--- src/rtl/xor_sched_pkg.sv ---
// Shared types and helpers for the xor_sched slice.
// Latency: n/a (package only).
// Backpressure: n/a (package only).
package xor_sched_pkg;

    // Operand width of the xor_m datapath.
    localparam int XW = 4;

    typedef enum logic {
        IDLE = 1'b0,
        HOLD = 1'b1
    } state_t;

    // Winner index of a circular scan starting at ptr+1.
    // req is zero-padded to 8 bits so one function covers NREQ up to 8.
    // Offsets are walked from the far end towards ptr+1, so the nearest
    // set bit is the last one written and therefore wins.
    // Returns ptr unchanged when no bit is set; callers gate on |req.
    function automatic logic [2:0] rr_pick(input logic [7:0] req,
                                           input logic [2:0] ptr,
                                           input logic [3:0] nreq);
        logic [2:0] win;
        int         s;
        win = ptr;
        for (int k = 8; k >= 1; k--) begin
            if (k <= int'(nreq)) begin
                s = int'(ptr) + k;
                if (s >= int'(nreq)) begin
                    s = s - int'(nreq);
                end
                if (req[s[2:0]]) begin
                    win = s[2:0];
                end
            end
        end
        return win;
    endfunction

endpackage

--- src/rtl/xor_m.sv ---
// 4-bit XOR datapath shared by the scheduler.
// Latency: combinational.
// Backpressure: none.
// Ports: a, b operands; y = a ^ b.
module xor_m (
    input  logic [3:0] a,
    input  logic [3:0] b,
    output logic [3:0] y
);
    assign y = a ^ b;
endmodule

--- src/rtl/xor_sched_rr_arb.sv ---
// Round-robin arbiter: one-hot grant plus last-winner pointer.
// Latency: grant is combinational from req/en; pointer updates on the grant edge.
// Backpressure: en low suppresses the grant and freezes the pointer.
// Ports: req (per requester), en (issue permitted), gnt (one-hot),
//        gnt_idx (winner index), gnt_any (a grant is issued this cycle).
module rr_arb
    import xor_sched_pkg::*;
#(
    parameter  int NREQ = 4,
    localparam int IDW  = $clog2(NREQ)
) (
    input  logic            clk,
    input  logic            rst_n,
    input  logic [NREQ-1:0] req,
    input  logic            en,
    output logic [NREQ-1:0] gnt,
    output logic [IDW-1:0]  gnt_idx,
    output logic            gnt_any
);

    logic [IDW-1:0] ptr;
    logic [2:0]     pick;

    always_comb begin
        pick    = rr_pick(8'(req), 3'(ptr), 4'(NREQ));
        gnt_idx = pick[IDW-1:0];
        // Gating with rst_n keeps gnt low for the whole reset window,
        // not just from the first edge after it.
        gnt_any = en && (|req) && rst_n;
        gnt     = '0;
        if (gnt_any) begin
            gnt[gnt_idx] = 1'b1;
        end
    end

    // Reset to the last index so requester 0 is scanned first.
    always_ff @(posedge clk or negedge rst_n) begin
        if (!rst_n) begin
            ptr <= IDW'(NREQ - 1);
        end else if (gnt_any) begin
            ptr <= gnt_idx;
        end
    end

endmodule

--- src/rtl/xor_sched.sv ---
// Shares one xor_m between NREQ requesters; returns y tagged with requester id.
// Latency: 1 cycle from gnt[i] to rsp_valid carrying that result; 1 result/cycle.
// Backpressure: while a result is held and rsp_ready is low, no grant is issued.
// Ports: req/a_in/b_in per requester (4 bits each, requester i at [4i+3:4i]),
//        gnt one-hot, rsp_valid/rsp_ready handshake, rsp_y result, rsp_id source.
// Build option XOR_SCHED_PARITY_EN adds rsp_par = ^rsp_y, registered with it.
module xor_sched
    import xor_sched_pkg::*;
#(
    parameter  int NREQ = 4,
    localparam int IDW  = $clog2(NREQ)
) (
    input  logic             clk,
    input  logic             rst_n,
    input  logic [NREQ-1:0]  req,
    input  logic [NREQ*4-1:0] a_in,
    input  logic [NREQ*4-1:0] b_in,
    output logic [NREQ-1:0]  gnt,
    output logic             rsp_valid,
    input  logic             rsp_ready,
    output logic [XW-1:0]    rsp_y,
`ifdef XOR_SCHED_PARITY_EN
    output logic             rsp_par,
`endif
    output logic [IDW-1:0]   rsp_id
);

    state_t         state, state_nxt;
    logic           can_issue;
    logic           gnt_any;
    logic [IDW-1:0] gnt_idx;
    logic [XW-1:0]  a_sel, b_sel, y;

    // A held result can be replaced in the same cycle it is consumed.
    assign can_issue = (state == IDLE) || rsp_ready;

    rr_arb #(.NREQ(NREQ)) u_arb (
        .clk     (clk),
        .rst_n   (rst_n),
        .req     (req),
        .en      (can_issue),
        .gnt     (gnt),
        .gnt_idx (gnt_idx),
        .gnt_any (gnt_any)
    );

    always_comb begin
        a_sel = a_in[int'(gnt_idx)*XW +: XW];
        b_sel = b_in[int'(gnt_idx)*XW +: XW];
    end

    xor_m u_xor (
        .a (a_sel),
        .b (b_sel),
        .y (y)
    );

    always_comb begin
        state_nxt = state;
        case (state)
            IDLE: if (gnt_any) state_nxt = HOLD;
            HOLD: if (rsp_ready) state_nxt = gnt_any ? HOLD : IDLE;
            default: state_nxt = IDLE;
        endcase
    end

    always_ff @(posedge clk or negedge rst_n) begin
        if (!rst_n) begin
            state <= IDLE;
        end else begin
            state <= state_nxt;
        end
    end

    assign rsp_valid = (state == HOLD);

    always_ff @(posedge clk or negedge rst_n) begin
        if (!rst_n) begin
            rsp_y  <= '0;
            rsp_id <= '0;
        end else if (gnt_any) begin
            rsp_y  <= y;
            rsp_id <= gnt_idx;
        end
    end

`ifdef XOR_SCHED_PARITY_EN
    always_ff @(posedge clk or negedge rst_n) begin
        if (!rst_n) begin
            rsp_par <= 1'b0;
        end else if (gnt_any) begin
            rsp_par <= ^y;
        end
    end
`endif

endmodule

--- config.mk ---
export PLATFORM = sky130hd
export DESIGN_NAME = xor_sched
export DESIGN_NICKNAME = d
export VERILOG_FILES = /design/src/rtl/xor_sched_pkg.sv /design/src/rtl/xor_m.sv /design/src/rtl/xor_sched_rr_arb.sv /design/src/rtl/xor_sched.sv
export SDC_FILE = /design/constraint.sdc
export NUM_CORES = 1
export LEC_CHECK = 0
export BUFFER_PORTS_ARGS = -buffer_cell sky130_fd_sc_hd__buf_2
export CORE_MARGIN = 8
export CORE_UTILIZATION = 35
export CTS_BUF_LIST = sky130_fd_sc_hd__clkbuf_4
export CTS_CLUSTER_DIAMETER = 120
export CTS_CLUSTER_SIZE = 40
export DETAILED_ROUTE_END_ITERATION = 12
export GPL_TIMING_DRIVEN = 0
export HOLD_SLACK_MARGIN = 0.05
export PLACE_DENSITY_LB_ADDON = 0.3
export SETUP_SLACK_MARGIN = 0.05
export SYNTH_ARGS = -nofsm -noshare
export SYNTH_HDL_FRONTEND = slang
export SYNTH_SLANG_ARGS = --single-unit
--- constraint.sdc ---
create_clock -name clk -period 3.2 [get_ports clk]
set_clock_uncertainty 0.15 [all_clocks]
set_input_delay 0.16 -clock clk [delete_from_list [all_inputs] [get_ports clk]]
set_output_delay 0.16 -clock clk [all_outputs]
set_load 0.01 [all_outputs]
==> qor.yml, run 1 <==
synth_ff_type: "dfrtp_1"
dpl_cell_area_mm2: 0.00114
gp_congestion: 0.749
fin_util: 0.510
synth_area_leaders: "dfrtp_1 (20%), xnor2_1 (17%), mux2i_1 (13%), dfstp_2 (6.1%), mux2_2 (3.9%)"
antennaDiodeCount: 0
rows: 18
synth_enable_flop_cells: 0
status: "finished clean"
viasPerCell: 4.82
cts_tree: "done"
crit_top_cell: "inv_1"
grt_start_max_net_pins: 11
slew_violations: 0
yosysTopAreaCell: "dfrtp_1"
finalHoldViolations: 0
end_kind: "primary output"
die_w_um: 65.5
yosys_warnings: 0
cp_max_fo: 9
drtPass1Iterations: 5
synth_fp_nets: 125
drtIter0Drc: 14
r2r_slack_ns: 0.39
min_path_cells: 3
cts_max_path_buffers: 2
fillers: 233
area_growth_pct: 42.0
rsz0062_at_grt: "no"
synth_area_um2: 857
setup_viol_count_final: 0
io_pins: 50
drive_gt1_frac: 0.465
p_switching_uw: 480
track_usage: 0.102
worst_path_largest_cell_delay_ns: 0.52
p_sw_frac: 0.420
worstRegToRegCells: 10
path_clk_slew_ns: 0.06
hp-start: "req[2]"
whs_endpoint: "rsp_valid"
synthArstFlopShare: 1.00
synth_top_area_share: 0.204
syn_inst: 85
wl_per_cell_um: 12.6
final.min_clock_period_ns: 2.95
seq_power_share: 0.184
tightest_slew_ns: 0.535
crit_buf_inv: 4
fmax_mhz: 339
grt_pass1_wl_um: 3590
maxSlewHeadroom: 0.640
max-cap-violations: 0
min_path_type: "primary input to flop"
grt_pass1_vias: 880
vias: 829
die_h_um: 65.5
final_cell_area_mm2: 0.00122
gr-total-overflow: 0
p_int_uw: 662
worstPathCellList: "buf_6 > inv_1 > ha_4 > mux4_1 > a21oi_2 > xnor2_4 > inv_1 > nor2_1 > buf_2"
seq_area_frac_synth: 0.266
reg2reg_to: "rsp_y[3]"
leakage_nw: 0.580
critPathKind: "flop to primary output"
ir_drop_mv: 0.443
dp_hpwl_um: 1860
wirelength_um: 2170
fin_setup_tns_ns: 0
cts_max_level: 1
numCtsBuffers: 3
drtAntennaViolNets: 0
initial_utilization: 0.359
nets: 183
cp_slowest_cell: "dfstp_2"
clk_root_buffer_cell: "clkbuf_4"
drc: 0
cpLargestDelayFamily: "flip-flops"
fin_crit_sh: 0.921
fp.dieArea_mm2: 0.00429
cp.arrival_ns: 2.64
yosys_register_bits: 9
port_buffers: 49
antenna_found_initial: 0
synth_area_per_cell_um2: 10.1
numClockSinks: 9
clk_latency_ns: 0.25
synth.distinct_cells: 29
critPathLaunchType: "flop"
p_comb_frac: 0.733
r2r_start: "u_arb.ptr[0]"
cp.required_ns: 2.89
powerDensity_mw_per_mm2: 938
p_clk_frac: 0.082
core_region_area_mm2: 0.00239
logic make-up (layout without fill, tap and decap cells):
| group | Yosys count | after routing | share of synthesized area |
|---|---|---|---|
| flip-flops | 9 | 9 | 0.266 |
| XOR/XNOR | 18 | 18 | 0.206 |
| AO/OA/AOI/OAI | 15 | 15 | 0.134 |
| AND/OR/NAND/NOR | 19 | 19 | 0.107 |
| buffers and inverters | 6 | 63 | 0.0350 |
| multiplexers | 17 | 17 | 0.238 |
| adder cells (fa/ha/maj) | 1 | 1 | 0.0146 |
timing repair:
action | 4_1_cts | 5_1_grt
pin swaps | 1 | 0
hold buffers | 2 | 0
setup endpoints to repair | 4 | 3
endpoints found under the hold margin | 10 | 0
setup buffers | 2 | 0
gates resized for setup | 0 | 1
stage by stage:
step / power [mW] / hold slack (ns) / worst slack (ns) / std cells
final: 1.14 / 0.0731 / 0.253 / 172
after global routing: 1.23 / 0.102 / 0.0806 / 172
after CTS: 1.14 / 0.0797 / 0.163 / 172
after detailed placement: 1.00 / -0.125 / 0.0667 / 164
after global placement: 0.977 / -0.126 / 0.136 / 164
after floorplan: 0.811 / -0.286 / 0.352 / 85
synth_stat cells, drive strengths merged, types with 2 or more instances:
library cell  number
a211oi             2
a21oi              6
dfrtp              7
dfstp              2
inv                4
mux2               4
mux2i             11
mux4               2
nand2              5
nand2b             2
nor2               8
nor2b              2
o21a               2
xnor2             18
layout make-up:
| type | count | area [µm²] | area share |
|---|---|---|---|
| well taps | 30 | 37.5 | 0.0308 |
| clock buffers | 4 | 30.0 | 0.0247 |
| multi-input cells | 70 | 612 | 0.503 |
| flip-flops and latches | 9 | 228 | 0.187 |
| inverters | 4 | 15.0 | 0.0123 |
| repair buffers | 53 | 280 | 0.230 |
| plain buffers | 2 | 15.0 | 0.0123 |
registers in the layout, summed over array words and instances (netlist names):
register and flops:
rsp_y 4, rsp_id 2, u_arb.ptr 2, rsp_valid 1
tightest hold or removal path, cell delays in order:
cell	delay, ns
buf_2	0.12
o41ai_1	0.08
o21ai_0	0.08
per-layer routing:
metal	GRT usage	vias up	part of all wire
met5	0	-	0
met2	0.173	40	0.48
li1	-	412	-
met4	0.0490	0	0.019
met1	0.115	371	0.43
met3	0.0289	6	0.073
layout by cell type (no fill, tap or decap), types with 2 or more instances in the layout:
cell	instances
buf_2	49
xnor2_1	17
mux2i_1	11
nor2_1	8
dfrtp_1	7
nand2_1	5
a21oi_1	5
inv_1	4
clkbuf_4	4
mux2_2	3
nand2b_1	2
nor2b_1	2
o21a_1	2
dlygate4sd3_1	2
buf_4	2
dfstp_2	2
power groups by stage:
| stage | Sequential, mW | Clock (mW) | Combinational [mW] |
|---|---|---|---|
| 2_1_floorplan | 0.225 | 0 | 0.585 |
| 3_5_place_dp | 0.209 | 0 | 0.791 |
| 3_3_place_gp | 0.207 | 0 | 0.770 |
| 5_1_grt | 0.219 | 0.107 | 0.909 |
| 6_report | 0.211 | 0.0938 | 0.837 |
| 4_1_cts | 0.208 | 0.0957 | 0.833 |
worst max path at each step:
stage | startpoint | slack, ns | to | depth (start not counted)
floorplan | u_arb.ptr[0] | 0.35 | rsp_y[0] | 9
global placement | u_arb.ptr[0] | 0.14 | rsp_y[0] | 9
detailed placement | u_arb.ptr[0] | 0.07 | rsp_y[0] | 9
CTS | u_arb.ptr[0] | 0.16 | gnt[0] | 9
global route | u_arb.ptr[0] | 0.08 | gnt[0] | 9
finish | u_arb.ptr[0] | 0.25 | gnt[3] | 9
Note: power is estimated with default switching activity, not from simulation.
==> run 2: changes to the inputs <==
--- a/config.mk
+++ b/config.mk
@@ -6,8 +6,9 @@
 export NUM_CORES = 1
 export LEC_CHECK = 0
 export BUFFER_PORTS_ARGS = -buffer_cell sky130_fd_sc_hd__buf_2
+export CORE_ASPECT_RATIO = 1.1
 export CORE_MARGIN = 8
-export CORE_UTILIZATION = 35
+export CORE_UTILIZATION = 30
 export CTS_BUF_LIST = sky130_fd_sc_hd__clkbuf_4
 export CTS_CLUSTER_DIAMETER = 120
 export CTS_CLUSTER_SIZE = 40
==> constraint.sdc (replaced) <==
create_clock -name clk -period 3.2 [get_ports clk]
set_clock_uncertainty 0.15 [all_clocks]
set_input_delay 0.48 -clock clk [delete_from_list [all_inputs] [get_ports clk]]
set_output_delay 0.48 -clock clk [all_outputs]
set_load 0.01 [all_outputs]
==> qor.yml, run 2 (same netlist as run 1, synthesis figures left out) <==
cp_max_fo: 5
p_int_uw: 825
p_switching_uw: 541
fin_util: 0.488
max-cap-violations: 0
dpl_cell_area_mm2: 0.00114
cts_tree: "done"
cp_slowest_cell: "dfstp_2"
fmax_mhz: 319
final_cell_area_mm2: 0.00134
worst_slack_ns: 0.0693
final_cell_mix: "buf_2 (49), xnor2_1 (17), buf_4 (15)"
gp_congestion: 0.727
cts_max_level: 1
tightest_slew_ns: 0.508
cp.required_ns: 2.57
final_common_cell: "buf_2"
busiest_layer: "met2"
status: "finished clean"
rows: 20
grt_use_met1: 0.113
use_met2: 0.184
final.min_clock_period_ns: 3.13
path_clk_slew_ns: 0.06
rsz0062_at_grt: "yes"
drc: 0
fillers: 280
dp_hpwl_um: 1890
largest_register_ffs: 4
slew_violations: 0
antennaDiodeCount: 0
gr-total-overflow: 0
drtAntennaViolNets: 0
area_growth_pct: 56.8
grt_pass1_wl_um: 4050
nets: 196
cpLargestDelayFamily: "flip-flops"
grt_pass1_vias: 982
powerDensity_mw_per_mm2: 1020
numClockSinks: 9
whs_ns: 0.270
min_path_type: "primary input to flop"
worst_path_largest_cell_delay_ns: 0.53
cts_max_path_buffers: 2
clk_root_buffer_cell: "clkbuf_4"
seq_power_share: 0.156
wl_per_cell_um: 12.7
drive_gt1_frac: 0.529
wirelength_um: 2390
finalHoldViolations: 0
p_comb_frac: 0.773
maxSlewHeadroom: 0.661
clk_latency_ns: 0.26
vias: 901
drtPass1Iterations: 2
p_clk_frac: 0.071
grt_start_max_net_pins: 11
regMostFlops: "rsp_y"
viasPerCell: 4.79
die_w_um: 67.0
fp.dieArea_mm2: 0.00483
critPathKind: "flop to primary output"
ir_drop_mv: 0.459
die_h_um: 72.1
port_buffers: 49
drtIter0Drc: 27
dp_slack_ns: -0.129
p_sw_frac: 0.396
crit_buf_inv: 3
core_region_area_mm2: 0.00275
initial_utilization: 0.311
critPathLaunchType: "flop"
track_usage: 0.104
leakage_nw: 0.644
cp.arrival_ns: 2.50
grt_use_met3: 0.0370
end_kind: "primary output"
numCtsBuffers: 3
worstPathCellList: "buf_8 > clkinvlp_4 > ha_4 > mux4_2 > a21o_1 > a211oi_4 > nand2_2 > nor2_1 > buf_2"
io_pins: 50
reg.largest.list: "rsp_y: 4 flops, rsp_id: 2 flops, u_arb.ptr: 2 flops"
antenna_found_initial: 0
setup_viol_count_final: 0
fin_crit_sh: 0.978
-- run 2: power groups by stage --
| stage | Sequential, mW | Clock (mW) | Combinational (mW) |
|---|---|---|---|
| 5_1_grt | 0.220 | 0.107 | 1.14 |
| 6_report | 0.213 | 0.0964 | 1.06 |
| 2_1_floorplan | 0.225 | 0 | 0.585 |
| 3_5_place_dp | 0.210 | 0 | 0.789 |
| 4_1_cts | 0.212 | 0.0982 | 0.935 |
| 3_3_place_gp | 0.207 | 0 | 0.775 |
-- run 2: final cells by class --
type	instances	area, µm²	share of cell area
buffer	2	18.8	0.0140
clock buffer	4	30.0	0.0223
inverter	4	18.8	0.0140
multi-input combinational	70	629	0.468
sequential	9	228	0.169
tap	33	41.3	0.0307
timing repair buffer	66	378	0.281
-- run 2: what timing repair did --
| action | 4_1_cts | 5_1_grt |
|---|---|---|
| gates resized for setup | 6 | 0 |
| hold buffers | 1 | 1 |
| setup buffers | 7 | 8 |
| hold endpoints to repair | 7 | 2 |
| pin swaps | 1 | 5 |
| setup endpoints to repair | 4 | 4 |
-- run 2: stage by stage --
step	instances	total power [mW]	setup TNS [ns]
2_1_floorplan	85	0.811	0
3_3_place_gp	167	0.982	-0.201
3_5_place_dp	167	0.999	-0.335
4_1_cts	179	1.24	-0.000807
5_1_grt	188	1.47	-0.138
6_report	188	1.37	0
-- run 2: path summary, 6_finish.rpt --
kind	startpoint	end	slack, ns	cells after the start
max in group asynchronous	rst_n	rsp_valid	2.12	2
worst min register to register	rsp_id[1]	rsp_id[1]	0.33	1
worst min-delay path	rsp_ready	rsp_valid	0.27	2
worst max register to register	u_arb.ptr[0]	rsp_y[0]	0.51	10
worst max-delay path	u_arb.ptr[0]	gnt[1]	0.07	9
min in group asynchronous	rst_n	rsp_y[2]	0.53	2
-- run 2: metal layers --
layer | vias to the layer above | routed length (µm)
li1 | 441 | -
met1 | 422 | 961
met2 | 35 | 1250
met3 | 3 | 164
met4 | 0 | 14
met5 | - | 0
==> run 3: changes to the inputs <==
--- a/config.mk
+++ b/config.mk
@@ -6,6 +6,7 @@
 export NUM_CORES = 1
 export LEC_CHECK = 0
 export BUFFER_PORTS_ARGS = -buffer_cell sky130_fd_sc_hd__buf_2
+export CAP_MARGIN = 40
 export CORE_ASPECT_RATIO = 1.1
 export CORE_MARGIN = 8
 export CORE_UTILIZATION = 30
@@ -16,7 +17,8 @@
 export GPL_TIMING_DRIVEN = 0
 export HOLD_SLACK_MARGIN = 0.05
 export PLACE_DENSITY_LB_ADDON = 0.3
-export SETUP_SLACK_MARGIN = 0.05
+export SETUP_SLACK_MARGIN = 0.4
 export SYNTH_ARGS = -nofsm -noshare
 export SYNTH_HDL_FRONTEND = slang
+export SYNTH_HIERARCHICAL = 1
 export SYNTH_SLANG_ARGS = --single-unit
==> qor.yml, run 3 <==
status: "finished with violations"
violations: "setup timing"
drive_gt1_frac: 0.701
min_path_type: "flop to flop"
cts_max_level: 1
end_kind: "flop"
max-cap-violations: 0
fp.dieArea_mm2: 0.00515
worstRegToRegCells: 13
vias: 984
grt_pass1_vias: 1074
cp.required_ns: 3.19
port_buffers: 49
r2r_slack_ns: -0.09
yosys_register_bits: 9
tightest_slew_ns: 0.571
final_common_cell: "buf_2"
nets: 197
finalHoldViolations: 0
crit_top_cell: "buf_6"
synth.distinct_cells: 32
worst_slack_ns: -0.0861
syn_inst: 85
drc: 0
crit_buf_inv: 5
area_growth_pct: 62.1
cp.depth: 13
grt_start_max_net_pins: 10
final_cell_mix: "buf_2 (50), buf_4 (12), mux4_2 (8)"
grt_pass1_wl_um: 4820
synth_fp_nets: 127
slew_violations: 0
critPathKind: "flop to flop"
crit_path_start: "u_arb/ptr[0]"
powerDensity_mw_per_mm2: 1470
seq_area_frac_synth: 0.244
synth_top_area_share: 0.193
cp_slowest_cell: "dfstp_2"
drtAntennaViolNets: 0
fillers: 276
critPathLaunchType: "flop"
largest_register_ffs: 4
worst_path_largest_cell_delay_ns: 0.55
regMostFlops: "rsp_y"
reg.largest.list: "rsp_y: 4 flops, rsp_id: 2 flops, u_arb/ptr: 2 flops"
clk_latency_ns: 0.25
numCtsBuffers: 3
path_clk_slew_ns: 0.06
die_h_um: 74.5
yosysTopAreaCell: "mux4_2"
dp_hpwl_um: 2240
fmax_mhz: 304
antennaDiodeCount: 0
fin_util: 0.501
setup_viol_count_final: 5
synthArstFlopShare: 1.00
synth_ff_type: "dfrtp_1"
worstPathCellList: "buf_6 > inv_8 > ha_4 > buf_6 > nand2b_4 > a221oi_2 > a221o_1 > mux2_4 > inv_6 > buf_8 > mux4_2 > xor2_1 > mux2_2"
synth_area_per_cell_um2: 11.0
dp_slack_ns: -0.195
ir_drop_mv: 0.776
maxSlewHeadroom: 0.616
core_region_area_mm2: 0.00302
cp.arrival_ns: 3.28
final.min_clock_period_ns: 3.29
leakage_nw: 0.720
synth_common_cells: "mux4_2 (8), nor2_1 (8), dfrtp_1 (7), mux2_2 (7), nand2b_1 (5)"
rsz0062_at_grt: "yes"
numClockSinks: 9
die_w_um: 69.2
cts_tree: "done"
cp_max_fo: 8
initial_utilization: 0.309
viasPerCell: 5.23
wl_per_cell_um: 15.7
reg2reg_to: "rsp_y[3]"
synth_enable_flop_cells: 0
drtIter0Drc: 29
rows: 21
yosys_warnings: 6
crit_end: "rsp_y[3]"
gp_congestion: 0.862
cts_max_path_buffers: 2
gr-total-overflow: 0
r2r_start: "u_arb/ptr[0]"
cpLargestDelayFamily: "multiplexers"
io_pins: 50
drtPass1Iterations: 4
antenna_found_initial: 0
clk_root_buffer_cell: "clkbuf_4"
track_usage: 0.112
synth_area_leaders: "mux4_2 (19%), dfrtp_1 (19%), mux2_2 (8.4%), dfstp_2 (5.6%), ha_1 (4.0%)"
synth_area_um2: 933
wirelength_um: 2950
fin_crit_sh: 1.03
## run 3: cell types whose count changed after synthesis, sizes merged, moves of 4 or more
| cell | previous run | this run |
|---|---|---|
| a21oi | 6 | 1 |
| buf | 1 | 6 |
| mux2 | 4 | 8 |
| mux2i | 11 | 2 |
| mux4 | 2 | 8 |
| nor3b | 0 | 4 |
| xnor2 | 18 | 0 |
| xor2 | 0 | 4 |
## run 3: how the worst min path moves through the flow
stage	start	to	slack, ns	cells past startpoint
after floorplan	rst_n	rsp_id[0]	0.03	0
after global placement	rst_n	rsp_y[1]	0.19	1
after detailed placement	rst_n	rsp_y[3]	0.20	1
after CTS	rsp_ready	rsp_valid	0.35	3
after global routing	rsp_id[0]	rsp_id[0]	0.37	1
final	rsp_y[3]	rsp_y[3]	0.35	1
## run 3: timing repair
| action | in CTS | in global routing |
|---|---|---|
| cloned | 1 | 0 |
| pin swaps | 5 | 3 |
| gates resized for setup | 10 | 9 |
| endpoints found under the setup margin | 8 | 8 |
| setup buffers | 8 | 5 |
| hold buffers | 2 | 0 |
| endpoints found under the hold margin | 7 | 0 |
## run 3: per-stage QoR
stage | hold slack (ns) | instance area [µm²] | total power [mW] | TNS (ns) | instances
4_1_cts | 0.354 | 1440 | 2.08 | -0.169 | 183
3_3_place_gp | 0.192 | 1260 | 1.59 | -0.503 | 168
3_5_place_dp | 0.196 | 1260 | 1.63 | -0.661 | 168
5_1_grt | 0.369 | 1510 | 2.38 | -0.828 | 188
2_1_floorplan | 0.0344 | 975 | 1.36 | 0 | 85
6_report | 0.353 | 1510 | 2.23 | -0.236 | 188
## run 3: where the power goes
part           internal, mW  switching [mW]
sequential            0.183          0.0346
combinational          1.11           0.807
clock                0.0563          0.0360
## run 3: area by class of cell
| cell class | count | area (µm²) | area share |
|---|---|---|---|
| flip-flops and latches | 9 | 228 | 0.151 |
| plain buffers | 6 | 52.6 | 0.0347 |
| well taps | 34 | 42.5 | 0.0281 |
| multi-input cells | 68 | 733 | 0.485 |
| inverters | 2 | 20.0 | 0.0132 |
| repair buffers | 65 | 407 | 0.269 |
| clock buffers | 4 | 30.0 | 0.0199 |
## run 3: metal layers
metal  GRT usage  up-vias  part of all wire
met5           0        -                 0
met4      0.0319        0                 0
met3      0.0427        0              0.10
met2       0.211       49              0.50
met1       0.114      474              0.39
li1            -      461                 -
## run 3: worst register-to-register path, stage by stage, from the launching register on
cell,delay (ns)
dfstp_2,0.55
buf_6,0.12
inv_8,0.03
ha_4,0.25
buf_6,0.12
nand2b_4,0.12
a221oi_2,0.05
a221o_1,0.30
mux2_4,0.31
inv_6,0.09
buf_8,0.12
mux4_2,0.51
xor2_1,0.20
mux2_2,0.27
## run 3: cells by family after synthesis
family,share of synthesized area
mux,0.315
flops,0.244
compound gates,0.117
simple gates,0.193
xor+xnor,0.0375
fa+ha+maj,0.0402
buf+inv,0.0536
